File: config.mk
export PLATFORM = sky130hd
export DESIGN_NAME = uart_byte_tx
export DESIGN_NICKNAME = d
export VERILOG_FILES = /design/src/rtl/uart_pkg.sv /design/src/rtl/sync_fifo.sv /design/src/rtl/uart_byte_tx.sv
export SDC_FILE = /design/constraint.sdc
export NUM_CORES = 1
export LEC_CHECK = 0
export ABC_AREA = 1
export CAP_MARGIN = 5
export CORE_UTILIZATION = 50
export CTS_CLUSTER_SIZE = 12
export DETAILED_ROUTE_END_ITERATION = 8
export GPL_TIMING_DRIVEN = 0
export PLACE_DENSITY = 0.68
export SLEW_MARGIN = 5
export SYNTH_ARGS = -nofsm -noshare
export SYNTH_HDL_FRONTEND = slang
export SYNTH_HIERARCHICAL = 1
export SYNTH_SLANG_ARGS = --single-unit
File: constraint.sdc
create_clock -name clk -period 3.83 [get_ports clk]
set_clock_uncertainty 0.2 [all_clocks]
set_input_delay 0.383 -clock clk [delete_from_list [all_inputs] [get_ports clk]]
set_output_delay 0.383 -clock clk [all_outputs]
set_load 0.01 [all_outputs]
File: src/rtl/uart_pkg.sv
`default_nettype none
// ============================================================================
// Module      : uart_pkg
// Description : Constants and FSM state type shared by the UART blocks.
// Revision    : 1.0 - initial release
// ============================================================================
package uart_pkg;

    localparam int CLK_PER_BIT_DEFAULT = 10_417;
    localparam int c_DATA_BITS         = 8;
    localparam int c_STOP_BITS         = 1;

    typedef enum logic [1:0] {
        IDLE  = 2'd0,
        START = 2'd1,
        DATA  = 2'd2,
        STOP  = 2'd3
    } tx_state_t;

endpackage
`default_nettype wire

File: src/rtl/sync_fifo.sv
`default_nettype none
// ============================================================================
// Module      : sync_fifo
// Description : Single-clock FIFO with show-ahead read data and occupancy count.
// Revision    : 1.0 - initial release
// ============================================================================
module sync_fifo #(
    parameter int WIDTH = 8,
    parameter int DEPTH = 4
) (
    input  logic             clk,
    input  logic             rst,
    input  logic             i_push,
    input  logic             i_pop,
    input  logic [WIDTH-1:0] i_wr_data,
    output logic [WIDTH-1:0] o_rd_data,
    output logic             o_full,
    output logic             o_empty
);

    localparam int c_PTR_W = $clog2(DEPTH);

    logic [WIDTH-1:0]   r_mem [DEPTH];
    logic [c_PTR_W-1:0] r_wr_ptr;
    logic [c_PTR_W-1:0] r_rd_ptr;
    logic [c_PTR_W:0]   r_count;
    logic               w_push;
    logic               w_pop;

    assign o_full    = (r_count == (c_PTR_W + 1)'(DEPTH));
    assign o_empty   = (r_count == '0);
    assign w_push    = i_push && !o_full;
    assign w_pop     = i_pop && !o_empty;
    assign o_rd_data = r_mem[r_rd_ptr];

    always_ff @(posedge clk) begin
        if (w_push) begin
            r_mem[r_wr_ptr] <= i_wr_data;
        end
    end

    // Pointers wrap naturally; the extra count bit separates full from empty.
    always_ff @(posedge clk) begin
        if (rst) begin
            r_wr_ptr <= '0;
            r_rd_ptr <= '0;
            r_count  <= '0;
        end else begin
            if (w_push) begin
                r_wr_ptr <= r_wr_ptr + 1'b1;
            end
            if (w_pop) begin
                r_rd_ptr <= r_rd_ptr + 1'b1;
            end
            case ({w_push, w_pop})
                2'b10:   r_count <= r_count + 1'b1;
                2'b01:   r_count <= r_count - 1'b1;
                default: r_count <= r_count;
            endcase
        end
    end

endmodule
`default_nettype wire

File: src/rtl/uart_byte_tx.sv
`default_nettype none
// ============================================================================
// Module      : uart_byte_tx
// Description : UART 8N1 transmitter fed from a small byte FIFO.
// Revision    : 1.0 - initial release
// ============================================================================
module uart_byte_tx
    import uart_pkg::*;
#(
    parameter int CLK_PER_BIT = CLK_PER_BIT_DEFAULT,
    parameter int FIFO_DEPTH  = 4
) (
    input  logic       clk,
    input  logic       rst,
    input  logic [7:0] tx_data_i,
    input  logic       tx_valid_i,
    output logic       tx_ready_o,
    output logic       tx_o,
    output logic       tx_busy_o,
    output logic       tx_done_o
);

    localparam int                  c_BAUD_W     = $clog2(CLK_PER_BIT);
    localparam logic [c_BAUD_W-1:0] c_BAUD_LAST  = c_BAUD_W'(CLK_PER_BIT - 1);
    localparam logic [c_BAUD_W-1:0] c_BAUD_PRE   = c_BAUD_W'(CLK_PER_BIT - 2);
    localparam logic [2:0]          c_LAST_BIT   = 3'(c_DATA_BITS - 1);

    tx_state_t           r_state;
    logic [c_BAUD_W-1:0] r_baud;
    logic [2:0]          r_bit_idx;
    logic [7:0]          r_shreg;
    logic                r_tx;
    logic                r_busy;
    logic                r_done;

    logic                w_fifo_full;
    logic                w_fifo_empty;
    logic [7:0]          w_fifo_data;
    logic                w_bit_end;
    logic                w_pop;

    assign w_bit_end  = (r_baud == c_BAUD_LAST);
    // Pop exactly where a frame begins: from IDLE, or chained at the stop-bit end.
    assign w_pop      = !w_fifo_empty &&
                        ((r_state == IDLE) || ((r_state == STOP) && w_bit_end));
    assign tx_ready_o = !w_fifo_full;
    assign tx_o       = r_tx;
    assign tx_busy_o  = r_busy;
    assign tx_done_o  = r_done;

    sync_fifo #(
        .WIDTH (8),
        .DEPTH (FIFO_DEPTH)
    ) u_fifo (
        .clk       (clk),
        .rst       (rst),
        .i_push    (tx_valid_i),
        .i_pop     (w_pop),
        .i_wr_data (tx_data_i),
        .o_rd_data (w_fifo_data),
        .o_full    (w_fifo_full),
        .o_empty   (w_fifo_empty)
    );

    always_ff @(posedge clk) begin
        if (rst) begin
            r_state   <= IDLE;
            r_baud    <= '0;
            r_bit_idx <= '0;
            r_shreg   <= '0;
            r_tx      <= 1'b1;
            r_busy    <= 1'b0;
            r_done    <= 1'b0;
        end else begin
            r_done <= 1'b0;
            case (r_state)
                IDLE: begin
                    r_baud <= '0;
                    r_tx   <= 1'b1;
                    if (!w_fifo_empty) begin
                        r_shreg   <= w_fifo_data;
                        r_bit_idx <= '0;
                        r_tx      <= 1'b0;
                        r_busy    <= 1'b1;
                        r_state   <= START;
                    end
                end
                START: begin
                    if (w_bit_end) begin
                        r_baud  <= '0;
                        r_tx    <= r_shreg[0];
                        r_state <= DATA;
                    end else begin
                        r_baud <= r_baud + 1'b1;
                    end
                end
                DATA: begin
                    if (w_bit_end) begin
                        r_baud <= '0;
                        if (r_bit_idx == c_LAST_BIT) begin
                            r_tx    <= 1'b1;
                            r_state <= STOP;
                        end else begin
                            r_shreg   <= {1'b0, r_shreg[7:1]};
                            r_bit_idx <= r_bit_idx + 1'b1;
                            r_tx      <= r_shreg[1];
                        end
                    end else begin
                        r_baud <= r_baud + 1'b1;
                    end
                end
                STOP: begin
                    // Registered one clock early so the pulse lands on the last stop clock.
                    if (r_baud == c_BAUD_PRE) begin
                        r_done <= 1'b1;
                    end
                    if (w_bit_end) begin
                        r_baud <= '0;
                        if (!w_fifo_empty) begin
                            r_shreg   <= w_fifo_data;
                            r_bit_idx <= '0;
                            r_tx      <= 1'b0;
                            r_state   <= START;
                        end else begin
                            r_busy  <= 1'b0;
                            r_state <= IDLE;
                        end
                    end else begin
                        r_baud <= r_baud + 1'b1;
                    end
                end
                default: begin
                    r_baud  <= '0;
                    r_tx    <= 1'b1;
                    r_busy  <= 1'b0;
                    r_state <= IDLE;
                end
            endcase
        end
    end

endmodule
`default_nettype wire

# After elaboration in Yosys (flattened, before gate mapping)
# Memory sizes are Yosys's and may differ from the RTL's. A register that Yosys moved wholly into a read port is not among the register bits.
# Index checks and enable logic that the tools add are counted.
# classes
addsub,6
mul,0
n_div,0
order_cmp,0
eq_ne,17
shifts,0
muxes,36
n_bitwise,1
reduce_logical,18
# op_table
operator,n
$mux W8,4
$eq A14 B14 Y1 const B,2
$pmux W14 S2,1
$pmux W8 S3,1
$add A14 B1 Y14 const B,1
$mux W14,1
$mux W2,7
$ne A2 B2 Y1 const B,7
$mux W1,13
$mux W3,4
$reduce_and A4 Y1,3
$pmux W3 S3,1
$pmux W2 S4,1
$add A3 B1 Y3 const B,2
$eq A2 B2 Y1 const B,3
$eq A3 B3 Y1 const B,2
$pmux W3 S2,1
$reduce_and A5 Y1,1
$add A2 B1 Y2 const B,2
$eq A2 B1 Y1 const B,2
$logic_and A1 B1 Y1,4
$pmux W1 S4,1
$reduce_bool A2 Y1,2
$logic_not A3 Y1,1
10 further kinds,11
# word_totals
reg_bits,37
latchBits,0
ram_bits,32
romBits,0
inputBits,11
output_inout_bits,4
mem_count,1
# mem_list
memory,words,width,read_ports,rd_ports_with_merged_regs,write_ports,line,text
u_fifo.r_mem,4,8,1,1,1,sync_fifo.sv:23,logic [WIDTH-1:0] r_mem [DEPTH];

# Depth between registers and ports, before layout
# Gate-level depths: netlist of the first run.
# depth
ltp_word,7
depth_mapped,18
depth_no_buf,17

# Modules after synthesis
# Netlist of the first run, hierarchy kept.
# by_module_without_submodules
mod,n_inst,cells_each,area_per_inst_um2
sync_fifo,1,146,1691.6
uart_byte_tx,1,237,1674.1

# Worst setup path before layout of the first run
# No wires, ideal clock.
# synth_timing
path_kind,flip-flop to flip-flop
startpoint,reg u_fifo.r_count[2]
endpoint,reg u_fifo.r_count[2]
arrival_ns,2.021
path_slack_ns,1.496
path_stages_with_launch,19
path_buffers,1
period_less_slack_ns,2.334
path_cell_list,dfxtp_1 -> inv_1 -> nand2_2 -> inv_1 -> buf_2 -> nor2_1 -> nand3_1 -> o21ai_0 -> nand2_1 -> inv_1 -> ha_1 -> inv_1 -> fa_1 -> inv_1 -> nand2_1 -> nand3_1 -> nand2_1 -> nand2_1 -> nor2_1
# synth_via
elab_chain_len,6
elab_cells_between_ends,13
cone_classes,add/sub (2); eq/ne (3); mux (1); reduce/logical (7)
# synth_lines
item,line,text
start: declaration,sync_fifo.sv:26,logic [c_PTR_W:0] r_count;
start signal: assignment,sync_fifo.sv:56,2'b10: r_count <= r_count + 1'b1;
start signal: assignment,sync_fifo.sv:57,2'b01: r_count <= r_count - 1'b1;
start signal: assignment,sync_fifo.sv:58,default: r_count <= r_count;
$logic_not A3 Y1 *,sync_fifo.sv:31,assign o_empty = (r_count == '0);
named net w_fifo_empty,uart_byte_tx.sv:37,logic w_fifo_empty;
$logic_not A1 Y1 *,uart_byte_tx.sv:44,assign w_pop = !w_fifo_empty &&
$logic_and A1 B1 Y1 *,uart_byte_tx.sv:44,
named net w_pop,uart_byte_tx.sv:40,logic w_pop;
$logic_and A1 B1 Y1 *,sync_fifo.sv:33,assign w_pop = i_pop && !o_empty;
named net u_fifo.w_pop,sync_fifo.sv:28,logic w_pop;
$eq A2 B1 Y1 / $eq A2 B2 Y1 (equally long branches),sync_fifo.sv:55,"case ({w_push, w_pop})"
$pmux W3 S2 / $reduce_bool A2 Y1 (equally long branches),-,
# The timed path passes the listed nets; every way through them passes the cells marked *.
# A chain may end at the register's enable or synchronous reset.

# Worst setup path after layout of the first run
# layout_timing
startpoint,reg r_state[0]
endpoint,reg u_fifo.r_count[2]
# layout_via
elab_chain_len,7
elab_cells_between_ends,10
cone_classes,eq/ne (3); mux (1); reduce/logical (6)
# layout_lines
item,line,text
start: declaration,uart_byte_tx.sv:28,tx_state_t r_state;
start signal: assignment,uart_byte_tx.sv:67,r_state <= IDLE;
start signal: assignment,uart_byte_tx.sv:85,r_state <= START;
start signal: assignment,uart_byte_tx.sv:92,r_state <= DATA;
$eq A2 B2 Y1,uart_byte_tx.sv:45,((r_state == IDLE) || ((r_state == STOP) && w_bit_end));
$logic_and A1 B1 Y1,uart_byte_tx.sv:45,
$logic_or A1 B1 Y1 *,uart_byte_tx.sv:45,
$logic_and A1 B1 Y1 *,uart_byte_tx.sv:44,
named net w_pop,uart_byte_tx.sv:40,
$logic_and A1 B1 Y1 *,sync_fifo.sv:33,
named net u_fifo.w_pop,sync_fifo.sv:28,
$eq A2 B1 Y1 / $eq A2 B2 Y1 (equally long branches),sync_fifo.sv:55,
$pmux W3 S2 / $reduce_bool A2 Y1 (equally long branches),-,
# Marked as above.

==> reports/summary.md, run 1 <==
The biggest fanout along the worst timing path is 6, and the number of endpoints with negative hold slack in the final report is 0. At the placement stage, the worst setup path has a slack of 1.15 ns. The HPWL after detailed placement is 4410 um. The run finished, with violations left. At the end of the flow, the number of nets in the layout was 435. The startpoint identified for the worst hold timing path is r_baud[12]$_SDFF_PP0_.

Entering global routing, the biggest net connects 15 pins. The total overflow left after global routing is 0. Utilization after layout: 0.593.

The register bit total from synthesis works out to 71. The run gives 0.388 as the share of total power in sequential cells. The row count was 29; the setup-violating endpoint count in the final report was 0.

Setup total negative slack on the finished layout was measured at 0 ns. The final routed DRC violation total is 2, and the layout cell share with drive strength beyond 1 is 0.0969. Worst hold endpoint: r_baud[12]$_SDFF_PP0_. The logs give 0.00257 W for the overall power and 0.768 for the routability congestion estimate from global placement.

The depth of the worst register-to-register path works out to 16. The synthesized-area fraction occupied by ao, oa, aoi and oai cells was 0.102. Summing all placed instances gives a cell area of 3600 um2. The number of setup buffers added after CTS was 0. The internal power summed over all cells came out at 0.00160 W.

After clock tree synthesis, the repair step resized 0 gates. The starting density of the core was 0.524. The tools report the launch instance of the worst register-to-register path as r_state[0]$_SDFFE_PP0P_.

The transition at the pin with the smallest max-transition slack was 0.825 ns; the post-route antenna net violation count was 0. For the power spent charging and discharging nets, the log shows 0.000963 W. During I/O placement, the number of pins put on the boundary was 15.

The core region is 6420 um2. The tightest min-delay check is of the reg -> reg type. The final cell area excluding filler cells was 3810 um2; the number of stages on the worst hold path was 2. In this run, synthesis inferred 32 flip-flops with an integrated enable. After synthesis, the netlist uses 38 different library cells. The clock net in this run drives a total of 71 sinks.

Setup repair after global routing left no endpoint under its margin. The maximum clock frequency came out at 367 MHz. In the post-synthesis netlist, the biggest area contributors are sky130_fd_sc_hd__edfxtp_1 29%, sky130_fd_sc_hd__dfxtp_1 23%, sky130_fd_sc_hd__nand2_1 7.2%. The worst register-to-register path ends at u_fifo/r_count[2]$_SDFFE_PP0P_. In the synthesized netlist the dominant register cell turns out to be sky130_fd_sc_hd__dfxtp_1. For the proportion of power drawn by combinational gates, the log shows 0.371. STA classifies the critical path startpoint as a flop. Net switching share of the total power: 0.375. The number of cells produced by synthesis was 383.

The later pin in the worst-skew pair is clocked with a latency of 0.35 ns. The floorplan step defined a die boundary enclosing 7060 um2. For this block, the initial DRC count from the detailed router was 124. For the number of global-route vias before repair, the log shows 2431. The clock passes through at most 2 buffers. The share of the synthesized area in the top cell type is 0.286. During placement, the flow inserted port buffers numbering 14. Counting the buffers created by CTS gives 9. Wires add up to 6290 um.

For this design the static power due to leakage is 1.52 nW. The fraction of synthesis flops using an asynchronous set or reset pin is 0, and the first-pass detailed-route iteration total is 6. The floorplan die width works out to 84.0 um. Most common cell in the netlist: sky130_fd_sc_hd__nand2_1. The tools report the number of antenna cells inserted as 0.

Synthesis produced a netlist with a net count of 410. The run gives 0 as the max-capacitance violation count. The first global-routing pass estimated 10900 um of wire.

The relative contribution of the clock network to total power is 0.240. The routed design could run at a clock period as short as 2.72 ns. The worst setup path is captured at a flop. The number of pins with negative max-slew slack in the final report is 0, and the worst voltage drop across the vdd grid is 331 uV. At the worst endpoint, the arrival time is 2.77 ns.

TritonCTS built the clock tree. Post-synthesis simple-gate area fraction: 0.223. Measured along the y axis, the die boundary spans 84.0 um.

Ranked by instance count, the synthesized netlist is headed by 65 x sky130_fd_sc_hd__nand2_1, 61 x sky130_fd_sc_hd__nor2_1, 44 x sky130_fd_sc_hd__inv_1. The worst slew slack as a fraction of its limit is 0.448. The tools report the reg-to-reg setup timing slack as 1.11 ns. The run gives 0 as the count of hold buffers inserted by post-cts repair. During synthesis, Yosys emitted a total of 6 warnings. For the initial antenna violation count, the log shows 0. Dividing total power by cell area gives a power density of 674 nW/um2.

The dominant combinational cell family by area after synthesis was simple AND/OR/NAND/NOR gates. The share of synthesized area occupied by flip-flops and latches came out at 0.517. Largest area contributor in the synthesized netlist: sky130_fd_sc_hd__edfxtp_1. The via-per-instance ratio was 5.14; the filler cell count was 581. The H-tree was split into 3 levels. Library cell used as clock root buffer: sky130_fd_sc_hd__clkbuf_8.

Category of the most critical setup path: reg -> reg. After synthesis, the mean cell area works out to 8.79 um2. For the worst setup path, the data required time is 3.88 ns. The run gives 3370 um2 as the combined area of all synthesized cells. Across all layers, the routed design uses 2521 vias. After layout, the worst setup slack is 1.11 ns.

The run gives 0.196 as the aggregate global-route resource usage. Post-synthesis xor/xnor area fraction: 0.00260. The clock transition at the registers of the reported paths is 0.08 ns, and the multiplexer fraction of the synthesized cell area is 0.0178.

The layout-stage area growth over the synthesis result was 13.1%; the adder-cell share of the synthesized area was 0.0617. In the final routed layout, each cell accounts on average for 12.8 um. The final worst-path cycle share works out to 0.711. The checks that failed: DRC.
==> worst max-delay path by stage <==
stage | start | endpoint | slack (ns) | cells past startpoint
6_report | r_state[0]$_SDFFE_PP0P_ | u_fifo/r_count[2]$_SDFFE_PP0P_ | 1.11 | 16
5_1_grt | r_state[0]$_SDFFE_PP0P_ | u_fifo/r_count[2]$_SDFFE_PP0P_ | 0.82 | 16
4_1_cts | r_state[0]$_SDFFE_PP0P_ | u_fifo/r_count[2]$_SDFFE_PP0P_ | 1.10 | 16
3_3_place_gp | r_state[0]$_SDFFE_PP0P_ | u_fifo/r_count[2]$_SDFFE_PP0P_ | 1.18 | 16
2_1_floorplan | u_fifo/r_count[2]$_SDFFE_PP0P_ | u_fifo/r_count[2]$_SDFFE_PP0P_ | 1.50 | 18
3_5_place_dp | r_state[0]$_SDFFE_PP0P_ | u_fifo/r_count[2]$_SDFFE_PP0P_ | 1.15 | 14
==> cell families (layout without fill, tap and decap cells) <==
group                      after synthesis  count (layout)
and+or+nand+nor                        174             174
DFF                                     71              71
AOI/OAI and AO/OA                       59              59
buffers and inverters                   56              86
adders and majority gates               16              16
muxes                                    6               6
xor gates and xnor gates                 1               1
==> worst max-delay path: stages (launching register included) <==
cell and delay, ns:
sky130_fd_sc_hd__dfxtp_1 0.45, sky130_fd_sc_hd__ha_1 0.29, sky130_fd_sc_hd__inv_1 0.08, sky130_fd_sc_hd__nor2_1 0.14, sky130_fd_sc_hd__nand3_1 0.09, sky130_fd_sc_hd__o21ai_0 0.19
sky130_fd_sc_hd__nand2_1 0.14, sky130_fd_sc_hd__inv_1 0.11, sky130_fd_sc_hd__ha_1 0.17, sky130_fd_sc_hd__inv_1 0.06, sky130_fd_sc_hd__fa_1 0.38, sky130_fd_sc_hd__inv_1 0.06
sky130_fd_sc_hd__nand2_1 0.04, sky130_fd_sc_hd__nand3_1 0.08, sky130_fd_sc_hd__nand2_1 0.06, sky130_fd_sc_hd__nand2_1 0.05, sky130_fd_sc_hd__nor2_1 0.04
==> layout by cell type, fill, tap and decap left out, types with 6 or more instances in the layout <==
cell and instances:
sky130_fd_sc_hd__a21oi_1 23, sky130_fd_sc_hd__clkbuf_8 9, sky130_fd_sc_hd__clkdlybuf4s50_1 14, sky130_fd_sc_hd__dfxtp_1 39, sky130_fd_sc_hd__edfxtp_1 32, sky130_fd_sc_hd__ha_1 15, sky130_fd_sc_hd__inv_1 44, sky130_fd_sc_hd__mux2i_1 6
sky130_fd_sc_hd__nand2_1 65, sky130_fd_sc_hd__nand3_1 25, sky130_fd_sc_hd__nor2_1 61, sky130_fd_sc_hd__o21ai_0 18, sky130_fd_sc_hd__o22ai_1 8
==> metrics by stage <==
stage | instances | hold slack (ns)
after floorplan | 383 | 0.230
after global placement | 474 | 0.250
after detailed placement | 474 | 0.255
after CTS | 490 | 0.270
after global routing | 490 | 0.283
final | 490 | 0.268
==> state kept, by name (all words and copies together) (netlist names), named ones only <==
signal           cells
r_state              2
tx_done_o            1
r_baud              14
r_shreg              8
u_fifo/r_wr_ptr      2
r_bit_idx            3
u_fifo/r_rd_ptr      2
tx_o                 1
tx_busy_o            1
u_fifo/r_count       3
u_fifo/r_mem        32
==> power by group through the flow <==
| stage | clock network (W) | registers (W) | logic (W) |
|---|---|---|---|
| 2_1_floorplan | 0 | 0.000995 | 0.000743 |
| 3_3_place_gp | 0 | 0.00101 | 0.000933 |
| 3_5_place_dp | 0 | 0.00101 | 0.000955 |
| 4_1_cts | 0.000626 | 0.000996 | 0.000959 |
| 5_1_grt | 0.000665 | 0.00101 | 0.00108 |
| 6_report | 0.000617 | 0.000996 | 0.000953 |
==> layer usage <==
layer | vias to the layer above | track usage | part of all wire
met5 | - | 0 | 0
met1 | 1154 | 0.249 | 0.47
met2 | 45 | 0.331 | 0.47
met4 | 0 | 0.0658 | 0.014
li1 | 1311 | - | -
met3 | 11 | 0.0445 | 0.042
==> layout make-up <==
type                       instances  area [um2]  share of cell area
sequential                        71        1740               0.458
multi-input combinational        256        1370               0.360
inverter                          48         180              0.0473
timing repair buffer              14         140              0.0368
clock buffer                       9         124              0.0325
tap                               77        96.3              0.0253
clock inverter                     7        80.1              0.0210
buffer                             8        72.6              0.0191
(Power assumes the default switching activity.)
==> run 2: changes to the inputs <==
==> constraint.sdc (replaced) <==
create_clock -name clk -period 2.8 [get_ports clk]
set_clock_uncertainty 0.2 [all_clocks]
set_input_delay 0.28 -clock clk [delete_from_list [all_inputs] [get_ports clk]]
set_output_delay 0.28 -clock clk [all_outputs]
set_load 0.01 [all_outputs]
==> run 2 against run 1 <==
Effect of this change:
- the run still ends with DRC left
- critical path depth did not move
- count of clock-buffer cells in the layout did not move
- cell count did not move
- maximum frequency rose by 5.6%
- largest power group unchanged
- critical path type unchanged
- sequential share of layout area fell by 0.087 points
- global-route usage did not move
- non-clock buffer count did not move
- clock power rose by 37%
- flip-flop and latch count did not move
- wire length rose by 0.89%
- setup slack got worse by 0.89 ns
==> reports/summary.md, run 2 (synthesis results as in run 1) <==
The number of input and output port buffers inserted came out at 14 (unchanged). The total congestion overflow is 0 (unchanged), and the layout-stage area growth over the synthesis result is 13.4%. STA classifies the critical path endpoint as a flop.

For the total wirelength of the detailed-routed design, the log shows 6350 um (+0.89%). Total core area: 6420 um2 (unchanged). The number of stages on the worst hold path is 2 (unchanged). For the number of pins with negative max-slew slack in the final report, the log shows 0 (unchanged). The overall power came out at 0.00353 W (+37%). The final routed DRC violation total was 2 (unchanged). The final reports fail on DRC. Most common cell after layout, fill and taps aside: sky130_fd_sc_hd__nand2_1.

The run gives 15 (unchanged) as the I/O pin total. The power density over cell area came out at 924 nW/um2 (+37%). Depth of the worst register-to-register path: 16 (unchanged). The starting density of the core was 0.524 (unchanged); the clock transition at the registers of the reported paths was 0.09 ns (about the same). Flip-flop count of the largest register after layout: 32 (unchanged).

The net count of the finished layout is 435 (unchanged), and the worst slew slack as a fraction of its limit is 0.431 (-0.0171). The run gives 0 (unchanged) as the number of endpoints with negative hold slack in the final report. The classification of the worst-slack hold path was reg -> reg. The die outline height came out at 84.0 um (unchanged).

The row count was 29 (unchanged). For the max-capacitance violation count, the log shows 0 (unchanged). The final critical-path required period is 2.58 ns (-0.144 ns), and the number of antenna cells inserted is 0 (unchanged).

The count of vias placed by the detailed router came out at 2517 (-0.16%). Following the worst setup path forward leads to its endpoint at u_fifo/r_count[2]$_SDFFE_PP0P_. The launch instance of the worst register-to-register path was r_state[0]$_SDFFE_PP0P_.

The leakage power figure is 1.52 nW (about the same). TritonCTS built the clock tree. The run gives 4410 um (unchanged) as the placed wire-length estimate after detailed placement. The run gives 0.22 ns (-0.89 ns) as the reg-to-reg setup timing slack. In this run the critical register-to-register path is captured at u_fifo/r_count[2]$_SDFFE_PP0P_.

The critical path in this run is classified as reg -> reg. The tools report the endpoint required time on the critical path as 2.85 ns (-1.03 ns). The count of placed standard cells in the final layout, fillers left out is 490 (unchanged). The wire length per cell after detailed routing was 13.0 um (+0.89%).

The run gives 2431 (unchanged) as the number of global-route vias before repair. The flow ran to the end, but the final reports show violations. Worst voltage drop across the vdd grid: 454 uV (+37%).

The tools report the kind of launch point of the worst setup path as a flop. The run gives 6 (unchanged) as the first-pass detailed-route iteration total. The aggregate global-route resource usage was 0.196 (unchanged); the maximum clock frequency was 388 MHz (+5.6%). Clock tree synthesis selected as its root buffer the cell sky130_fd_sc_hd__clkbuf_8.

The run gives 9 (unchanged) as the total clock buffers created by CTS. The initial antenna violation count is 0 (unchanged), and the layout cell share with drive strength beyond 1 is 0.107 (+0.00969). For the setup-violating endpoint count in the final report, the log shows 0 (unchanged). The utilization after layout is 0.594 (+0.00156).

The final worst-path cycle share is 0.921 (+0.210), and the number of buffers between clock root and the deepest sink is 2 (unchanged). Leaving out fill and tap cells, the most frequent cells in the layout are 65 x sky130_fd_sc_hd__nand2_1, 60 x sky130_fd_sc_hd__nor2_1, 44 x sky130_fd_sc_hd__inv_1. The clock sink total was 71 (unchanged); the number of DRC violations after detailed-routing iteration 0 was 131 (+5.6%). The top register by number of flip-flops was u_fifo/r_mem. The run gives 3 (unchanged) as the number of levels in the clock H-tree. The final hold slack was 0.268 ns (unchanged); the post-route antenna net violation count was 0 (unchanged). The worst endpoint data arrival time is 2.63 ns (-0.14 ns).

Launch point of the critical path: r_state[0]$_SDFFE_PP0P_. The post-place setup slack is 0.121 ns (-1.03 ns), and the wire length of the first global-routing pass is 10900 um (unchanged). The routability congestion estimate from global placement came out at 0.768 (unchanged). The biggest fanout along the worst timing path is 6 (unchanged).

The floorplan die width is 84.0 um (unchanged). The clock latency on the worst-skew pair is 0.35 ns (about the same), and the transition at the pin with the smallest max-transition slack is 0.850 ns (+0.0255 ns). For the die outline area, the log shows 7060 um2 (unchanged).

The largest net degree at the start of global routing came out at 15 (unchanged). The via-per-instance ratio is 5.14 (-0.16%). The run gives 474 (unchanged) as the cell count after placement. The tools report the final critical-path setup slack as 0.220 ns (-0.886 ns).

The largest registers in the layout are u_fifo/r_mem: 32 flops, r_baud: 14 flops, r_shreg: 8 flops.
==> run 2: cell count changes in the layout (fill, tap and decap cells not counted) <==
cell,change
sky130_fd_sc_hd__nor2_1,-1
sky130_fd_sc_hd__o21ai_2,+1
sky130_fd_sc_hd__o21ai_0,-1
sky130_fd_sc_hd__ha_1,-1
sky130_fd_sc_hd__ha_2,+1
sky130_fd_sc_hd__nor2_2,+1
sky130_fd_sc_hd__dfxtp_2,+1
sky130_fd_sc_hd__dfxtp_1,-1
==> run 2: through the flow <==
step	setup TNS, ns	cell area (um2)
CTS	0	3810
floorplan	0	3370
detailed placement	0	3600
finish	0	3820
global placement	0	3600
global route	-0.0113	3820
==> run 2: worst max-delay path, stage by stage, from the launching register on <==
cell                      delay (ns)
sky130_fd_sc_hd__dfxtp_1        0.45
sky130_fd_sc_hd__ha_2           0.27
sky130_fd_sc_hd__inv_1          0.08
sky130_fd_sc_hd__nor2_2         0.11
sky130_fd_sc_hd__nand3_1        0.11
sky130_fd_sc_hd__o21ai_2        0.12
sky130_fd_sc_hd__nand2_1        0.10
sky130_fd_sc_hd__inv_1          0.09
sky130_fd_sc_hd__ha_1           0.17
sky130_fd_sc_hd__inv_1          0.06
sky130_fd_sc_hd__fa_1           0.38
sky130_fd_sc_hd__inv_1          0.06
sky130_fd_sc_hd__nand2_1        0.04
sky130_fd_sc_hd__nand3_1        0.08
sky130_fd_sc_hd__nand2_1        0.06
sky130_fd_sc_hd__nand2_1        0.05
sky130_fd_sc_hd__nor2_1         0.04
==> run 2: per-layer routing <==
| metal | GRT usage | up-vias | share of wire |
|---|---|---|---|
| met3 | 0.0445 | 11 | 0.034 |
| met2 | 0.331 | 38 | 0.47 |
| met5 | 0 | - | 0 |
| met1 | 0.249 | 1156 | 0.48 |
| met4 | 0.0658 | 0 | 0.014 |
| li1 | - | 1312 | - |
==> run 2: timing repair <==
item / CTS / global route
hold buffers: 0 / 0
endpoints found under the hold margin: 0 / 0
resized for setup: 0 / 5
setup buffers: 0 / 0
setup endpoints to repair: 0 / 1
==> run 2: cell type report <==
class	count	area, um2
buffer	8	72.6
clock buffer	9	124
clock inverter	7	80.1
fill	580	2610
inverter	48	180
multi-input combinational	256	1380
sequential	71	1740
tap	77	96.3
timing repair buffer	14	140
==> run 2: power by group <==
group | switching, W | total, W | internal [W]
registers | 0.000112 | 0.00136 | 0.00125
logic | 0.000792 | 0.00132 | 0.000525
clock network | 0.000424 | 0.000845 | 0.000420
==> run 2: worst min-delay path by stage <==
stage / start / slack, ns / end
2_1_floorplan: rst / 0.15 / u_fifo/r_wr_ptr[0]$_SDFFE_PP0P_
3_3_place_gp: r_baud[12]$_SDFF_PP0_ / 0.25 / r_baud[12]$_SDFF_PP0_
3_5_place_dp: r_baud[0]$_SDFF_PP0_ / 0.25 / r_baud[0]$_SDFF_PP0_
4_1_cts: r_baud[12]$_SDFF_PP0_ / 0.27 / r_baud[12]$_SDFF_PP0_
5_1_grt: r_baud[12]$_SDFF_PP0_ / 0.28 / r_baud[12]$_SDFF_PP0_
6_report: r_baud[12]$_SDFF_PP0_ / 0.27 / r_baud[12]$_SDFF_PP0_
